==> config.mk <==
export PLATFORM = sky130hd
export DESIGN_NAME = alu_regfile_ctrl
export DESIGN_NICKNAME = d
export VERILOG_FILES = /design/src/rtl/alu_regfile_ctrl.sv
export SDC_FILE = /design/constraint.sdc
export NUM_CORES = 1
export LEC_CHECK = 0
export CELL_PAD_IN_SITES_DETAIL_PLACEMENT = 0
export CELL_PAD_IN_SITES_GLOBAL_PLACEMENT = 1
export CORE_UTILIZATION = 49
export DETAILED_ROUTE_END_ITERATION = 10
export GPL_TIMING_DRIVEN = 0
export PLACE_DENSITY_LB_ADDON = 0.1
export RECOVER_POWER = 50
export REMOVE_ABC_BUFFERS = 1
export SKIP_LAST_GASP = 1
export SLEW_MARGIN = 20
export SYNTH_ARGS = -nofsm -noshare
export SYNTH_HDL_FRONTEND = slang
export SYNTH_SLANG_ARGS = --single-unit
==> constraint.sdc <==
create_clock -name clk_i -period 3.6 [get_ports clk_i]
set_input_delay 0.72 -clock clk_i [delete_from_list [all_inputs] [get_ports clk_i]]
set_output_delay 0.72 -clock clk_i [all_outputs]
set_load 0.02 [all_outputs]
==> src/rtl/alu_regfile_ctrl.sv <==
`default_nettype none
// ============================================================================
// Module   : alu_regfile_ctrl
// Purpose  : Sequencing stage wrapped around a combinational four-function ALU.
//            It holds an NREG x DATA_W register file and accepts one
//            instruction per handshake. It drives the ALU operand and op
//            ports from registered values. It captures the ALU result and
//            carry-out, then writes the result back to the destination
//            register. Load-immediate instructions write the register file
//            without going through the ALU.
// Ports    : clk_i, rst_ni        clock (rising edge), synchronous active-low reset
//            in_valid_i/in_ready_o instruction handshake
//            in_ld_i, in_op_i      load-immediate select, ALU op (ADD/SUB/AND/OR)
//            in_rd_i/rs1_i/rs2_i   destination / operand A / operand B register
//            in_imm_i              immediate for loads
//            alu_op_o/a_o/b_o      registered ALU drive
//            alu_o_i, alu_cout_i   ALU result and carry-out
//            done_o, wb_data_o     write-back pulse and value
//            carry_flag_o          last arithmetic carry-out
//            zero_flag_o           last ALU result was zero (optional)
//            dbg_addr_i/dbg_data_o combinational register read port
// Config   : define ALU_ZERO_FLAG_EN to add zero_flag_o
// Revision : 1.0 - initial release
// ============================================================================
module alu_regfile_ctrl #(
  parameter int DATA_W = 16,
  parameter int NREG   = 8
) (
  input  logic                      clk_i,
  input  logic                      rst_ni,
  input  logic                      in_valid_i,
  output logic                      in_ready_o,
  input  logic                      in_ld_i,
  input  logic [1:0]                in_op_i,
  input  logic [$clog2(NREG)-1:0]   in_rd_i,
  input  logic [$clog2(NREG)-1:0]   in_rs1_i,
  input  logic [$clog2(NREG)-1:0]   in_rs2_i,
  input  logic [DATA_W-1:0]         in_imm_i,
  output logic [1:0]                alu_op_o,
  output logic [DATA_W-1:0]         alu_a_o,
  output logic [DATA_W-1:0]         alu_b_o,
  input  logic [DATA_W-1:0]         alu_o_i,
  input  logic                      alu_cout_i,
  output logic                      done_o,
  output logic [DATA_W-1:0]         wb_data_o,
  output logic                      carry_flag_o,
`ifdef ALU_ZERO_FLAG_EN
  output logic                      zero_flag_o,
`endif
  input  logic [$clog2(NREG)-1:0]   dbg_addr_i,
  output logic [DATA_W-1:0]         dbg_data_o
);

  localparam int AW = $clog2(NREG);

  localparam logic [1:0] ST_IDLE = 2'd0;
  localparam logic [1:0] ST_EXEC = 2'd1;
  localparam logic [1:0] ST_WB   = 2'd2;

  logic [1:0]        state_q, state_d;
  logic [AW-1:0]     rd_q;
  logic [1:0]        alu_op_q;
  logic [DATA_W-1:0] alu_a_q, alu_b_q;
  logic [DATA_W-1:0] result_q;
  logic              carry_q;
  logic [DATA_W-1:0] regs_q [NREG];
`ifdef ALU_ZERO_FLAG_EN
  logic              zero_q;
`endif

  logic accept;

  // Ready is masked by reset so nothing is accepted while rst_ni is low.
  assign in_ready_o = rst_ni && (state_q == ST_IDLE);
  assign accept     = in_valid_i && in_ready_o;

  always_comb begin
    state_d = state_q;
    case (state_q)
      ST_IDLE: if (accept) state_d = in_ld_i ? ST_WB : ST_EXEC;
      ST_EXEC: state_d = ST_WB;
      ST_WB:   state_d = ST_IDLE;
      default: state_d = ST_IDLE;
    endcase
  end

  always_ff @(posedge clk_i) begin
    if (!rst_ni) begin
      state_q  <= ST_IDLE;
      rd_q     <= '0;
      alu_op_q <= '0;
      alu_a_q  <= '0;
      alu_b_q  <= '0;
      result_q <= '0;
      carry_q  <= 1'b0;
`ifdef ALU_ZERO_FLAG_EN
      zero_q   <= 1'b0;
`endif
      for (int i = 0; i < NREG; i++) regs_q[i] <= '0;
    end else begin
      state_q <= state_d;

      // Operands are sampled from the register file at accept time, so a
      // source equal to the destination sees the pre-write value.
      if (accept) begin
        rd_q <= in_rd_i;
        if (in_ld_i) begin
          result_q <= in_imm_i;
        end else begin
          alu_op_q <= in_op_i;
          alu_a_q  <= regs_q[in_rs1_i];
          alu_b_q  <= regs_q[in_rs2_i];
        end
      end

      if (state_q == ST_EXEC) begin
        result_q <= alu_o_i;
        // Only ADD/SUB (op[1] = 0) produce a meaningful carry.
        if (!alu_op_q[1]) carry_q <= alu_cout_i;
`ifdef ALU_ZERO_FLAG_EN
        zero_q <= (alu_o_i == '0);
`endif
      end

      if (state_q == ST_WB) regs_q[rd_q] <= result_q;
    end
  end

  assign alu_op_o     = alu_op_q;
  assign alu_a_o      = alu_a_q;
  assign alu_b_o      = alu_b_q;
  assign done_o       = (state_q == ST_WB);
  assign wb_data_o    = (state_q == ST_WB) ? result_q : '0;
  assign carry_flag_o = carry_q;
`ifdef ALU_ZERO_FLAG_EN
  assign zero_flag_o  = zero_q;
`endif
  assign dbg_data_o   = regs_q[dbg_addr_i];

endmodule
`default_nettype wire
* Word level (Yosys, flattened, before mapping)
Memory sizes are Yosys's and may differ from the RTL's. A register that Yosys moved wholly into a read port is not among the register bits.
Index checks and enable logic that the tools add are counted.
** Word-level totals
- Register bits after elaboration :: 24
- Bits in latches :: 0
- Memory bits (writable) :: 128
- ROM bits :: 0
- Input port bits :: 51
- Memories :: 1
** Cells by class
- Add/sub/neg operators :: 0
- Multiply operators :: 0
- Div/mod/pow operators :: 0
- Order comparisons :: 0
- Equal/unequal tests :: 3
- Shift operators :: 0
- Mux-type cells :: 14
- Bitwise gates (word level) :: 2
- Reduce and logical (&&, ||, !) cells :: 11
** Memories
- regs_q :: words 8, width 16, rd ports 3, clocked after Yosys merged registers in 2, write ports 8, RTL line 66 : logic [DATA_W-1:0] regs_q [NREG];
** Operators with widths (number)
- 2-to-1 mux 16 bit :: 5
- OR reduction 16 bit :: 1
- AND reduction 2 bit :: 3
- 2-to-1 mux 1 bit :: 5
- 2-to-1 mux 2 bit :: 2
- case mux 2 bit (2 select lines) :: 1
- nonzero test 2 bit :: 2
- 2-to-1 mux 3 bit :: 1
- == test 2 x 1 -> 1 bit (second input constant) :: 1
- == test 2 bit (second input constant) :: 1
- logical AND 1 bit :: 2
- logical NOT 1 bit :: 2
- logical NOT 2 bit :: 1
- inequality test 2 bit (second input constant) :: 1
- inverter 1 bit :: 2

* Logic depth before layout (Yosys ltp)
Gate-level depths: netlist of the first run.
- Depth in word-level cells :: 6
- Depth in mapped cells :: 7
- Mapped depth without buffers :: 4

* Worst setup path before layout of the first run
OpenSTA, ideal clock, no wires.
- Path kind :: input to register
- Start :: input port rst_ni
- End :: memory regs_q[3][0] (enable)
- Library setup time :: 0.411 ns
- Arrival :: 2.233 ns
- Required time :: 3.189 ns
- Setup slack :: 0.956 ns
- Stages on the path :: 3
- Path buffers :: 1
- Path through :: buf_2 nand4b_1 o21ai_0
** RTL lines
- start: declaration :: RTL line 30 : input logic rst_ni,
- end: declaration :: RTL line 66

* Worst setup path in the final report of the first run
- Start :: input port dbg_addr_i[0]
- End :: output port dbg_data_o[13]
** Between the ends
- Longest elaborated chain between the ends :: 1
** RTL lines
- start: declaration :: RTL line 50 : input logic [$clog2(NREG)-1:0] dbg_addr_i,
- memory read (8 x 16 bit)
- end: declaration :: RTL line 51 : output logic [DATA_W-1:0] dbg_data_o
No other way between the ends.

==> results summary, run 1 <==
The area of all sequential standard cells came out at 4960 um2. Excluding fillers, the count of instances in the completed layout stands at 1212. The number of vias after detailed routing is 7493. The DRC violation count after routing is 0. The routed wire length came out at 29.9 mm.

The die outline height came out at approximately 150 um. The buffer count from post-CTS setup fixing is 0. The peak supply drop is 0.369 mV. The depth of the worst hold-timing path came out at 2. The average via count per standard cell is between 6 and 7. The gate count of the mapped netlist is approximately 830. After detailed routing, the average wire length per cell comes to 24.6 um. The share of the Yosys chip area taken by registers is 49.4%. The startpoint of the most critical register-to-register path is state_q[1]$_SDFFE_PN0P_. The synthesized netlist contains 29 unique library cells.

For this design the static power due to leakage is 4.86 nW. The number of standard-cell rows in the floorplan is 52. The final count of hold timing violations was 0. In this run, CTS created clock tree buffers numbering 17. The core outline area came out at 20200 um2. Entering global routing, the biggest net connects between 60 and 70 pins. The final period utilization is 96.6%.

The average instance in the mapped netlist occupies 12.1 um2. Once placement finished, the instance area stood at about 12000 um2. The area of the die is between 20000 and 25000 um2. The worst endpoint required time came out at approximately 2.9 ns. The horizontal die dimension is around 150 um. TritonCTS built the clock tree. The worst endpoint data arrival time came out at 2.76 ns. The post-route setup TNS is 0 ns. The repair_antennas step left the layout with diodes totalling 0. The tree is rooted in a sky130_fd_sc_hd__clkbuf_16.

The peak clock frequency supported by timing is 0.287 GHz. The number of global-route vias before repair came out at around 7.6k. Clock skew on the completed layout was measured at 0.00673 ns. In this run the worst setup path begins at dbg_addr_i[0]. Among all flip-flop cells after synthesis, the most frequent one is sky130_fd_sc_hd__edfxtp_1. The layout cell share with drive strength beyond 1 came out at between 10% and 20%. The number of slew-limit violations in the final report came out at 16. Of all cell types, the one taking the most synthesized area is sky130_fd_sc_hd__edfxtp_1. The global placer's final weighted congestion came out at 0.748.

The share of the synthesized area in the top cell type is 38.3%. The leftover overflow at the end of global routing came out at 0. The synthesized flop and latch total came out at between 150 and 200. The largest fanout on the critical path came out at 32.

Sorting the synthesized cells by area gives the leading types as sky130_fd_sc_hd__edfxtp_1 (38%), sky130_fd_sc_hd__mux2i_1 (15%), sky130_fd_sc_hd__dfxtp_1 (11%), sky130_fd_sc_hd__and2_1 (9.2%), sky130_fd_sc_hd__mux4_2 (7.2%). The hold path startpoint is alu_a_o[0]$_SDFFE_PN0P_. The total global-route track usage came out at 28.9%.

The worst setup path is launched from an input pin. The worst slack at placement came out at -0.368 ns. Setup repair after global routing left no endpoint under its margin. The number of warnings issued by yosys is 0. The first TritonRoute pass finished after 6 iterations.

Max-cap violations in this run came to 2. The worst setup path is of the in -> out kind. The final worst setup slack came out at 0.121 ns. Cells fill 60.4% of the core in the end.

The count of fill cells added during filler insertion came out at 1613. The headroom to the max-slew limit is -23.7%. The antenna violation net count after detailed routing came out at 0. The async set-or-reset flop fraction in the synthesized netlist came out at 0%. The multi-input combinational cell area is roughly 4800 um2. The clock sink count is between 150 and 200. In this run the power density over the cells is ~420 nW/um2. The post-synthesis instance area is 10000 um2.

The number of top-level pins came out at 120. Once the clock tree was built, the resizer swapped 0 gates to a different size. The kind of end point of the critical path is an output pin.

The number of antenna violations at the first check in global routing is 1. After routing the design area is approximately 12000 um2. The clock tree synthesis step divided the H-tree into 4 levels. No sink is reached through more buffers than the 2 on the longest clock path. The starting density of the core is 49.8%. The number of cells in the design after placement came out at roughly 1.2k. The checks that failed: capacitance limit, slew limit. The synthesized design contains 128 enable-type register cells.

The routed design could run at a clock period as short as 3.48 ns. The net count reported at finish came out at 980. The worst hold path belongs to the class reg -> reg. The setup slack of the most critical reg-to-reg path came out at roughly 0.52 ns. The flow ran to the end, but the final reports show violations.

In this run, post-CTS hold repair placed 0 buffers. The slew of the pin with the lowest slew margin is 1.84 ns. The first-pass GRT wire length came out at ~45 mm. The count of final setup violators is 0. The violation count after the first detailed-route iteration is 771. The clock transition at the register clock pins on the worst setup and hold paths after CTS is 0.07 ns. The cell depth of the worst flop-to-flop path is 3. The placed wire-length estimate after detailed placement came out at 19.1 mm. Input and output buffers added on the ports amount to 119. The layout overhead on the synthesized area is 21.3%. Clock latency on the worst-skew pair, taken at its later pin, is 0.43 ns.
## flip-flops by register name, indices dropped and copies added (netlist names)
register and count:
state_q 2, alu_a_o 16, alu_op_o 2, result_q 16, alu_b_o 16, rd_q 3, carry_flag_o 1, regs_q 128
## Yosys cell counts, types with 5 or more instances
master                     count
sky130_fd_sc_hd__mux2i_1     150
sky130_fd_sc_hd__and2_1      147
sky130_fd_sc_hd__edfxtp_1    128
sky130_fd_sc_hd__a22oi_1      64
sky130_fd_sc_hd__dfxtp_1      56
sky130_fd_sc_hd__nor2_1       41
sky130_fd_sc_hd__o21ai_0      38
sky130_fd_sc_hd__a21oi_1      33
sky130_fd_sc_hd__mux4_2       32
sky130_fd_sc_hd__clkbuf_1     30
sky130_fd_sc_hd__nand2_1      18
sky130_fd_sc_hd__mux2_2       16
sky130_fd_sc_hd__o211a_1      16
sky130_fd_sc_hd__nor2b_1      13
sky130_fd_sc_hd__buf_2        10
sky130_fd_sc_hd__clkbuf_2      9
sky130_fd_sc_hd__buf_4         8
sky130_fd_sc_hd__buf_1         5
## through the flow
stage	hold slack, ns	power (W)
2_1_floorplan	0.496	0.00284
4_1_cts	0.514	0.00515
6_report	0.505	0.00511
5_1_grt	0.544	0.00527
3_5_place_dp	0.495	0.00328
3_3_place_gp	0.494	0.00323
## layout make-up
| type | instances | share of cell area, % |
|---|---|---|
| Sequential cell | 184 | 40.7 |
| Multi-Input combinational cell | 582 | 39.4 |
| Tap cell | 270 | 2.77 |
| Timing Repair Buffer | 143 | 12.2 |
| Inverter | 1 | 0.0308 |
| Clock inverter | 15 | 1.37 |
| Clock buffer | 17 | 3.49 |
## power breakdown
part	leakage (nW)	internal (W)	switching [W]
Combinational	2.79	0.000351	0.000409
Sequential	1.78	0.00236	0.0000920
Clock	0.291	0.00104	0.000863
Total	4.86	0.00375	0.00136
## cells in the final DEF, fill, tap and decap left out, types with 2 or more instances in the layout
| cell type | Yosys | final |
|---|---|---|
| sky130_fd_sc_hd__mux2i_1 | 150 | 150 |
| sky130_fd_sc_hd__inv_6 | 0 | 4 |
| sky130_fd_sc_hd__and2_0 | 0 | 35 |
| sky130_fd_sc_hd__inv_8 | 0 | 3 |
| sky130_fd_sc_hd__nor2_1 | 41 | 37 |
| sky130_fd_sc_hd__bufinv_16 | 0 | 2 |
| sky130_fd_sc_hd__nor3b_1 | 1 | 3 |
| sky130_fd_sc_hd__nor2b_2 | 0 | 5 |
| sky130_fd_sc_hd__nand2_1 | 18 | 18 |
| sky130_fd_sc_hd__dlygate4sd3_1 | 0 | 35 |
| sky130_fd_sc_hd__buf_8 | 0 | 9 |
| sky130_fd_sc_hd__edfxtp_1 | 128 | 128 |
| sky130_fd_sc_hd__clkbuf_16 | 0 | 17 |
| sky130_fd_sc_hd__buf_16 | 0 | 5 |
| sky130_fd_sc_hd__and2_1 | 147 | 112 |
| sky130_fd_sc_hd__o211a_1 | 16 | 16 |
| sky130_fd_sc_hd__nor2_2 | 0 | 3 |
| sky130_fd_sc_hd__nand2b_1 | 4 | 2 |
| sky130_fd_sc_hd__clkinv_1 | 0 | 3 |
| sky130_fd_sc_hd__clkdlybuf4s50_1 | 0 | 78 |
| sky130_fd_sc_hd__clkbuf_1 | 30 | 8 |
| sky130_fd_sc_hd__mux2_2 | 16 | 16 |
| sky130_fd_sc_hd__dfxtp_1 | 56 | 56 |
| sky130_fd_sc_hd__nand2b_2 | 0 | 2 |
| sky130_fd_sc_hd__clkinv_4 | 0 | 3 |
| sky130_fd_sc_hd__nor2b_1 | 13 | 8 |
| sky130_fd_sc_hd__a22oi_1 | 64 | 64 |
| sky130_fd_sc_hd__a21oi_1 | 33 | 33 |
| sky130_fd_sc_hd__buf_4 | 8 | 5 |
| sky130_fd_sc_hd__buf_2 | 10 | 2 |
| sky130_fd_sc_hd__o21ai_0 | 38 | 37 |
| sky130_fd_sc_hd__mux4_2 | 32 | 32 |
## layer usage
layer	vias to the layer above	part of all wire (%)	track usage, %
met4	0	2.4	10.4
met1	3736	42	38.9
met2	404	47	45.8
met5	-	0	0
met3	59	9.0	6.45
li1	3294	-	-
## worst max-delay path: stages
cell                              delay (ns)
sky130_fd_sc_hd__buf_4                  0.55
sky130_fd_sc_hd__mux4_2                 0.59
sky130_fd_sc_hd__mux2_2                 0.32
sky130_fd_sc_hd__clkdlybuf4s50_1        0.56
## cell families after synthesis
logic type / Yosys count / share of synthesized area [%]
and+or+nand+nor: 232 / 13.4
muxes: 198 / 23.9
DFF: 184 / 49.4
buffers and inverters: 67 / 3.34
AOI/OAI and AO/OA: 152 / 9.98
## final timing paths
path / endpoint
setup / recovery: dbg_data_o[13]
hold / removal: alu_a_o[0]$_SDFFE_PN0P_
setup reg to reg: regs_q[6][11]$_SDFFCE_PN0P_
hold reg to reg: alu_a_o[0]$_SDFFE_PN0P_
No activity file was read; power rests on OpenSTA's default activity.
==> run 2: changes to the inputs <==
CORE_UTILIZATION = 41   (was 49)
SETUP_SLACK_MARGIN = 0.1   (was not set)
clock period = 3.2 ns   (was 3.6 ns; I/O delays follow)
==> results summary, run 2 (synthesized netlist as in run 1, its figures left out) <==
The clock latency reported for the late side of the worst-skew pair is 0.43 ns (about the same). The average via count per standard cell is 5.86 (-5.2%). The routed wire length came out at 31.2 mm (+4.4%). Ranked by flip-flop count, first place goes to regs_q. The number of diodes added for antenna fixing came out at 0 (unchanged). The worst hold path belongs to the class reg -> reg.

The global placer's final weighted congestion is 0.748 (about the same). The largest fanout on the critical path came out at 41 (+28%). The count of final setup violators is 0 (unchanged).

The first-pass GRT wire length came to 45.7 mm (+1.9%). CTS placed an instance of sky130_fd_sc_hd__clkbuf_16 at the clock tree root. The clock sink count was 184 (unchanged). The slew of the pin with the lowest slew margin came out at 1.70 ns (-0.134 ns). The worst setup path is captured at a register.

The number of buffers on the longest clock path came out at 2 (unchanged). The power density over the cells is 466 nW/um2 (+11%). The placed wire-length estimate after detailed placement came out at 19.8 mm (+3.4%). The setup slack of the most critical reg-to-reg path is 0.44 ns (-0.08 ns).

The number of vias after detailed routing is 7438 (-0.73%). The peak clock frequency supported by timing is between 0.3 and 0.4 GHz. The number of global-route vias before repair is 7618 (+0.69%). The static leakage came out at 4.95 nW (+1.9%).

The final setup skew came out at 0.0129 ns (+0.00619 ns). The core outline area came to 23800 um2 (+18%). The number of cells in the design after placement is 1229 (+4.2%). The number of slew-limit violations in the final report is 6 (-10). The final count of hold timing violations is 0 (unchanged). The pin count of the biggest net entering global routing is 43 (-38%). The number of top-level pins came out at 120 (unchanged). The number of buffers added by the clock tree synthesis step is 17 (unchanged).

The path type of the worst setup path is in -> reg. The kind of cell with the highest combined delay along the critical path is buffers and inverters. The horizontal die dimension is 159 um (+9.2%). The clock transition at the register clock pins on the worst setup and hold paths after CTS came out at 0.07 ns (about the same). From synthesis to final layout, the design area changed by 23.9%.

The die outline height is 159 um (+9.2%). The cts-stage hold buffer count came out at 0 (unchanged). The number of detailed-route iterations in the first pass is 5 (-1).

The number of port buffers came out at 119 (unchanged). The number of violations of the max-capacitance limit came out at 2 (unchanged). The most common library cell in the layout ignoring fill and taps is sky130_fd_sc_hd__mux2i_1. The leftover overflow at the end of global routing was 0 (unchanged).

The area of the die is 25100 um2 (+19%). The worst setup path is launched from an input pin. The worst endpoint required time was 3.23 ns (+0.35 ns). The run finished, with violations left. The signal on the critical path passes through buf_4 > buf_12 > nor3b_1 > nand2b_1 > o21ai_0 > clkbuf_1. The number of antenna violations at the first check in global routing is 1 (unchanged).

The net count reported at finish is 988 (+0.82%). The final period utilization came out at 96.0%. The wire length per cell after detailed routing came to 24.6 um (-0.28%).

The slowest stage cell on the critical path is sky130_fd_sc_hd__clkbuf_1. The violation count after the first detailed-route iteration came out at 772 (+0.13%). The headroom to the max-slew limit is -14.6% (+9.1 points). The delay of the slowest critical-path stage is 1.13 ns (+0.54 ns). The total global-route track usage came out at 25.4% (-3.5 points). The worst endpoint data arrival time came out at 3.10 ns (+0.34 ns). The H-tree depth came out at 4 (unchanged).

The number of standard-cell rows in the floorplan came out at 56 (+7.7%). The antenna violation net count after detailed routing is 0 (unchanged). The layout cell share with drive strength beyond 1 is 12.9% (+0.74 points). The flip-flop count of the largest register, all copies and words added was 128 (unchanged). The final critical path time including I/O delays and setup came out at 3.07 ns. The count of buffer and inverter cells on the critical path came out at 3 (+1). The library cells used most frequently in the layout, excluding fill and tap cells, are sky130_fd_sc_hd__mux2i_1 (150), sky130_fd_sc_hd__edfxtp_1 (128), sky130_fd_sc_hd__and2_1 (109). The clock tree from TritonCTS is built. The peak supply drop is 0.337 mV (-8.7%). The final reports fail on capacitance limit, slew limit. The starting density of the core is 42.3% (-7.5 points).

The final cell count without fillers was 1269 (+4.7%). The DRC violation count after routing is 0 (unchanged). Setup repair after global routing left no endpoint under its margin. The total power is 0.00580 W (+13%).
run 2: power breakdown:
group / switching (W) / internal (W)
logic: 0.000471 / 0.000407
clock network: 0.000989 / 0.00118
registers: 0.000101 / 0.00265
run 2: path summary, 6_finish.rpt:
path | from | end | cells after the start
max | rst_ni | regs_q[0][9]$_SDFFCE_PN0P_ | 6
min | alu_b_o[15]$_SDFFE_PN0P_ | alu_b_o[15]$_SDFFE_PN0P_ | 2
max reg2reg | state_q[1]$_SDFFE_PN0P_ | regs_q[0][9]$_SDFFCE_PN0P_ | 3
min reg2reg | alu_b_o[15]$_SDFFE_PN0P_ | alu_b_o[15]$_SDFFE_PN0P_ | 2
run 2: cell type report:
cell class,instances,area [um2]
Fill cell,2040,11300
Timing Repair Buffer,151,1660
Clock inverter,15,179
Sequential cell,184,4960
Multi-Input combinational cell,582,4810
Clock buffer,17,425
Inverter,1,3.75
Tap cell,319,399
run 2: through the flow:
| step | TNS, ns | worst slack [ns] | util, % | hold WS, ns | cell area (um2) |
|---|---|---|---|---|---|
| 5_1_grt | 0 | 0.0831 | 52.4 | 0.532 | 12400 |
| 6_report | 0 | 0.129 | 52.4 | 0.511 | 12400 |
| 3_3_place_gp | -747.33 | -3.32 | 47.6 | 0.494 | 11300 |
| 4_1_cts | 0 | 0.0922 | 52.9 | 0.517 | 12600 |
| 3_5_place_dp | -3.04 | -0.188 | 50.3 | 0.496 | 11900 |
| 2_1_floorplan | 0 | 0.689 | - | 0.496 | 9720 |
run 2: what timing repair did:
item	4_1_cts	5_1_grt
resized for setup	0	1
cloned	0	1
endpoints found under the setup margin	19	31
setup buffers	2	5
pin swaps	0	1
run 2: routing by layer:
layer / GRT usage [%] / share of wire (%) / up-vias
li1: - / - / 3316
met1: 32.7 / 43 / 3770
met2: 43.0 / 48 / 296
met3: 4.63 / 6.8 / 56
met4: 8.65 / 2.7 / 0
met5: 0 / 0 / -
run 2: worst register-to-register path, stage by stage, from the launching register on:
cell and delay, ns:
sky130_fd_sc_hd__dfxtp_1 0.56, sky130_fd_sc_hd__nand2b_1 0.29, sky130_fd_sc_hd__o21ai_0 0.37, sky130_fd_sc_hd__clkbuf_1 1.13
